--- src/rtl/shift_register.sv ---
// Serial-peripheral data path: right-shifting register with parallel load.
// New bits enter at the MSB and leave from the LSB; the whole word is visible in parallel.
module shift_register #(
    parameter int width = 8
) (
    input  logic             clk,
    input  logic             reset_n,
    input  logic             peripheralClkEdge,
    input  logic             parallelLoad,
    input  logic [width-1:0] parallelDataIn,
    input  logic             serialDataIn,
    output logic [width-1:0] parallelDataOut,
    output logic             serialDataOut
);

    logic [width-1:0] mem_q;
    logic [width-1:0] mem_d;

    // A load that coincides with a strobe wins, and that strobe is dropped.
    always_comb begin
        mem_d = mem_q;
        if (parallelLoad) begin
            mem_d = parallelDataIn;
        end else if (peripheralClkEdge) begin
            mem_d = {serialDataIn, mem_q[width-1:1]};
        end
    end

    always_ff @(posedge clk) begin
        if (!reset_n) begin
            mem_q <= '0;
        end else begin
            mem_q <= mem_d;
        end
    end

    assign parallelDataOut = mem_q;
    assign serialDataOut   = mem_q[0];

endmodule

--- config.mk ---
export PLATFORM = sky130hd
export DESIGN_NAME = shift_register
export DESIGN_NICKNAME = d
export VERILOG_FILES = /design/src/rtl/shift_register.sv
export SDC_FILE = /design/constraint.sdc
export NUM_CORES = 1
export LEC_CHECK = 0
export CORE_AREA = 8 8 48 50
export DETAILED_ROUTE_END_ITERATION = 10
export DIE_AREA = 0 0 56 58
export PLACE_DENSITY = 0.61
export SYNTH_ARGS = -nofsm -noshare
export SYNTH_HDL_FRONTEND = slang
export SYNTH_SLANG_ARGS = --single-unit
--- constraint.sdc ---
create_clock -name clk -period 1 [get_ports clk]
set_input_delay 0.25 -clock clk [delete_from_list [all_inputs] [get_ports clk]]
set_output_delay 0.25 -clock clk [all_outputs]
set_load 0.05 [all_outputs]
==> results of run 1 <==
==> through the flow <==
step	utilization, %	setup WS (ns)
2_1_floorplan	-	0.0147
3_3_place_gp	49.7	-0.510
3_5_place_dp	49.7	-0.517
4_1_cts	53.9	-0.0819
5_1_grt	54.0	-0.0956
6_report	54.0	-0.0689
==> Yosys cell counts, drive strengths merged <==
master	n	area share (%)
dfxtp	8	36
mux2	8	27
o211a	8	18
buf	4	6.1
or2b	8	13
==> cells by family (layout without fill, tap and decap cells) <==
logic type / after synthesis / in the layout / synth area share, %
flip-flops: 8 / 8 / 35.8
AND/OR/NAND/NOR: 8 / 8 / 13.4
AO/OA/AOI/OAI: 8 / 8 / 17.9
buffers and inverters: 4 / 32 / 6.14
multiplexers: 8 / 8 / 26.8
==> layer usage <==
| metal | vias to the layer above | GRT usage (%) | part of all wire (%) | wire [um] |
|---|---|---|---|---|
| met5 | - | 0 | 0 | 0 |
| met4 | 0 | 7.22 | 2.0 | 23 |
| met3 | 2 | 2.40 | 6.3 | 73 |
| met2 | 16 | 11.1 | 45 | 521 |
| met1 | 172 | 8.32 | 47 | 541 |
| li1 | 187 | - | - | - |
==> worst max path at each step <==
stage                                   from                 end  slack (ns)  depth (start not counted)
after detailed placement   peripheralClkEdge  parallelDataOut[1]       -0.52                          4
after global placement     peripheralClkEdge  parallelDataOut[7]       -0.51                          4
final                     parallelDataOut[0]       serialDataOut       -0.07                          2
after global routing      parallelDataOut[0]  parallelDataOut[0]        -0.1                          2
after floorplan           parallelDataOut[0]  parallelDataOut[0]        0.01                          2
after CTS                 parallelDataOut[0]       serialDataOut       -0.08                          2
==> worst reg2reg max path, stage by stage, from the launching register on <==
cell and delay, ns:
dfxtp_2 0.32, buf_4 0.12, mux2_4 0.25, o211a_1 0.19
==> final cells by class <==
cell class / instances / area (sq um)
Multi-Input combinational cell: 24 / 260
Timing Repair Buffer: 29 / 383
Tap cell: 17 / 21.3
Clock buffer: 3 / 22.5
Fill cell: 138 / 742
Sequential cell: 8 / 185
==> power groups by stage <==
stage               combinational (W)  sequential (W)  clock, W
global placement             0.000380        0.000385         0
finish                       0.000393        0.000373  0.000245
detailed placement           0.000381        0.000386         0
global route                 0.000412        0.000375  0.000268
floorplan                    0.000115        0.000454         0
CTS                          0.000397        0.000374  0.000257
==> repair_timing <==
action,4_1_cts,5_1_grt
endpoints found under the setup margin,17,10
buffers inserted,2,0
gates cloned,1,0
resized for setup,12,1
==> flow_summary.ini, run 1 <==
[outcome]
status = complete, but fails checks
violations = setup timing

[timing]
period_minus_slack_ns = 1.07
fin_crit_sh_pct = 107
tightestPinTransition_ns = 0.290
final-hold-violation-count = 0
max_freq_ghz = 0.936
skew_ns = 0.00657
whs_ns = 0.567
slew_headroom_pct = 80.6
rsz0062_at_grt = true
drv_slew = 0
setup_viol = 7
finalWorstSetupSlack_ns = -0.0689
fin_tns_setup_ns = -0.150

[route]
drtAntennaViolNets = 0
drt_iter0_drc = 5
viasPerCell = 4.65
drtPass1Iterations = 2
routed_wl_um = 1160
wl_per_cell_um = 14.3
drcViolationCount = 0
vias = 377

[clock_network]
clk_latency_ns = 0.25
clkTransAtPathRegs_ns = 0.06
hold_buffers = 0
cts_sinks = 8
htreeDepth = 1
cts-root-buf = clkbuf_4
cts-buffers-inserted = 3
clock_path_buffers = 2
tritoncts = built

[placement]
place_congestion = 0.716
io_buffers = 21
place_hpwl_um = 866
placed_cell_area_sq_um = 802
place_inst = 75

[power_and_ir_drop]
p_int_w = 0.000716
p_sw_share_pct = 29.2
p_clk_share_pct = 24.2
vdd_drop_max_mv = 0.651
p_switching_w = 0.000295
seqPwrFrac_pct = 36.9
p_comb_share_pct = 38.9
powerDensity_nw_per_um2 = 1160
p_leak_nw = 0.441
power_w = 0.00101

[finish]
fin_area_sq_um = 872
drive_above_1_share_pct = 56.3
most-common-layout-cells = clkdlybuf4s50_1, buf_12, mux2_4, or2b_1, o211a_1
largest_reg_flops = 8
antenna_cells = 0
layout.cells.non_filler = 81
synthToLayoutAreaGrowth_pct = 94.7
final_nets = 79

[synth]
synth-warning-count = 0
syn_nets = 49
avgSynthCellArea_sq_um = 12.4
ys_types = 8
synth_area_sq_um = 448
ys_seq_area_share_pct = 35.8
synth-seq-cells = 8
synthCells = 36

[floorplanning]
fp-row-count = 15
initial_utilization_pct = 27.8
die_w_um = 56
ioPinCount = 22
die_y_um = 58
core_area_sq_um = 1610
dieArea_sq_um = 3250

[critical_path]
worstPathArrival_ns = 0.82
critPathKind = reg -> out
path_cells = buf_6 > buf_12
slowest_delay_ns = 0.32
cp_slowest_cell = dfxtp_2
cpLargestDelayFamily = flip-flops
critPathMaxFanout = 2
ff2ff_path_depth = 3
r2r-end = parallelDataOut[0]
r2r_start = parallelDataOut[0]
setup.reg_to_reg.worst_slack_ns = 0.01
critPathBufInv = 2
start_kind = flop
worstPathRequired_ns = 0.75
cp-end-kind = output port

[hold_path]
hold-path-cell-count = 3
hp-start = parallelLoad
hold_path_end = parallelDataOut[4]
hold_path_class = in -> reg

[global_route]
grt_pass1_wl_um = 1940
grt_antenna_before_repair = 0
grt_util_all_layers_pct = 7.53
grt_pass1_vias = 416
grt_max_degree = 9
grt.overflow.total = 0

[flow_run]
max_cap_viol_count = 0
(Power assumes the default switching activity.)
==> run 2: changes to the inputs <==
--- a/config.mk
+++ b/config.mk
@@ -8,7 +8,7 @@
 export CORE_AREA = 8 8 48 50
 export DETAILED_ROUTE_END_ITERATION = 10
 export DIE_AREA = 0 0 56 58
-export PLACE_DENSITY = 0.61
+export PLACE_DENSITY_LB_ADDON = 0.05
 export SYNTH_ARGS = -nofsm -noshare
 export SYNTH_HDL_FRONTEND = slang
 export SYNTH_SLANG_ARGS = --single-unit
==> constraint.sdc (replaced) <==
create_clock -name clk -period 1.25 [get_ports clk]
set_input_delay 0.3125 -clock clk [delete_from_list [all_inputs] [get_ports clk]]
set_output_delay 0.3125 -clock clk [all_outputs]
set_load 0.05 [all_outputs]
==> run 2 against run 1 <==
- the run now ends clean
- die area unchanged
- critical path depth down 1
- worst setup slack gained 0.14 ns
- non-clock buffer count down 4
- final cell count shrank 4.9%
- via count is 4.2% lower
- global-route usage is 0.065 points higher
- sequential cell count is the same
- sequential share of layout area shrank 1.4 points
- combinational power down 25%
- hold slack better by 0.14 ns
- critical path type unchanged
- critical endpoint is now parallelDataOut[0]
- largest power group is now registers
==> flow_summary.ini, run 2 (synthesized netlist as in run 1, its figures left out) <==
[outcome]
status = completed

[floorplanning]
die_y_um = 58
initial_utilization_pct = 27.8
ioPinCount = 22
dieArea_sq_um = 3250
fp-row-count = 15
core_area_sq_um = 1610
die_w_um = 56

[finish]
mostFrequentLayoutCell = clkdlybuf4s50_1
fill_cells = 147
antenna_cells = 0
finish.utilization_pct = 49.9
most-common-layout-cells = clkdlybuf4s50_1, buf_12
synthToLayoutAreaGrowth_pct = 79.9
multiInputGateArea_sq_um = 260
final_nets = 75
regArea_sq_um = 160
layout.cells.non_filler = 77
largest_reg_flops = 8
drive_above_1_share_pct = 40.0

[placement]
place_ws_ns = -0.361
io_buffers = 21
place_congestion = 0.652
place_hpwl_um = 924
place_inst = 74

[critical_path]
cp_slowest_cell = dfxtp_1
start_kind = flop
path_cells = buf_12
worst-path-stages = 1
critPathKind = reg -> out
cpLargestDelayFamily = flip-flops
slowest_delay_ns = 0.44
worstPathRequired_ns = 0.94
critPathMaxFanout = 3
ff2ff_path_depth = 2
cp-end-kind = output port
worstPathArrival_ns = 0.86
critPathBufInv = 1

[global_route]
grt.overflow.total = 0
grt_pass1_wl_um = 1980
grt_pass1_vias = 416
grt_util_all_layers_pct = 7.60
grt_antenna_before_repair = 0
grt_max_degree = 14

[route]
wl_per_cell_um = 14.7
drcViolationCount = 0
routed_wl_um = 1140
drtPass1Iterations = 4
vias = 361
drt_iter0_drc = 4
viasPerCell = 4.69
drtAntennaViolNets = 0

[timing]
tightestPinTransition_ns = 0.314
rsz0062_at_grt = false
period_minus_slack_ns = 1.17
setup_viol = 0
slew_headroom_pct = 79.0
skew_ns = 0.00515
fin_crit_sh_pct = 94.0
drv_slew = 0
whs_ns = 0.710
max_freq_ghz = 0.851
finalWorstSetupSlack_ns = 0.0754
final-hold-violation-count = 0

[clock_network]
htreeDepth = 1
clk_latency_ns = 0.25
hold_buffers = 0
cts-root-buf = clkbuf_4
tritoncts = built
clock_path_buffers = 2
cts_sinks = 8
cts-buffers-inserted = 3
clkTransAtPathRegs_ns = 0.06

[hold_path]
hold-path-cell-count = 2
hold_path_class = reg -> reg

[flow_run]
max_cap_viol_count = 0

[power_and_ir_drop]
powerDensity_nw_per_um2 = 985
p_leak_nw = 0.413
vdd_drop_max_mv = 0.499
run 2: cell types whose count changed in the layout (fill, tap and decap cells not counted):
cell / before / now
clkdlybuf4s50_1: 10 / 11
dfxtp_2: 2 / 0
dfxtp_4: 6 / 0
buf_4: 4 / 3
clkdlybuf4s15_1: 1 / 0
buf_6: 3 / 0
dfxtp_1: 0 / 8
run 2: cell type report:
cell class,count,area share [%]
clock buffer,3,2.80
timing repair buffer,25,42.4
tap,17,2.64
multi-input combinational,24,32.3
sequential,8,19.9
run 2: timing repair:
item | in CTS | in global routing
buffers inserted | 0 | 0
gates resized for setup | 1 | 0
setup endpoints to repair | 8 | 0
run 2: layer usage:
metal / track usage (%) / wire length, um
met1: 7.39 / 455
met2: 11.7 / 534
met3: 5.46 / 145
met4: 4.12 / 0
met5: 0 / 0
run 2: metrics by stage:
step / area, sq um / setup TNS [ns] / total power (W)
2_1_floorplan: 448 / 0 / 0.000451
6_report: 806 / 0 / 0.000794
4_1_cts: 806 / 0 / 0.000815
3_3_place_gp: 785 / -2.49 / 0.000600
3_5_place_dp: 785 / -2.80 / 0.000606
5_1_grt: 806 / 0 / 0.000844
run 2: where the power goes:
part,internal [W],total (W),switching (W)
clock,0.000110,0.000197,0.0000871
combinational,0.000175,0.000295,0.000121
sequential,0.000275,0.000301,0.0000267
total,0.000559,0.000794,0.000234
run 2: worst paths after layout:
path / start / end / slack [ns]
worst max-delay path: parallelDataOut[0] / parallelDataOut[0] / 0.08
worst min-delay path: parallelDataOut[5] / parallelDataOut[4] / 0.71
worst max register to register: parallelDataOut[0] / parallelDataOut[0] / 0.29
worst min register to register: parallelDataOut[5] / parallelDataOut[4] / 0.71
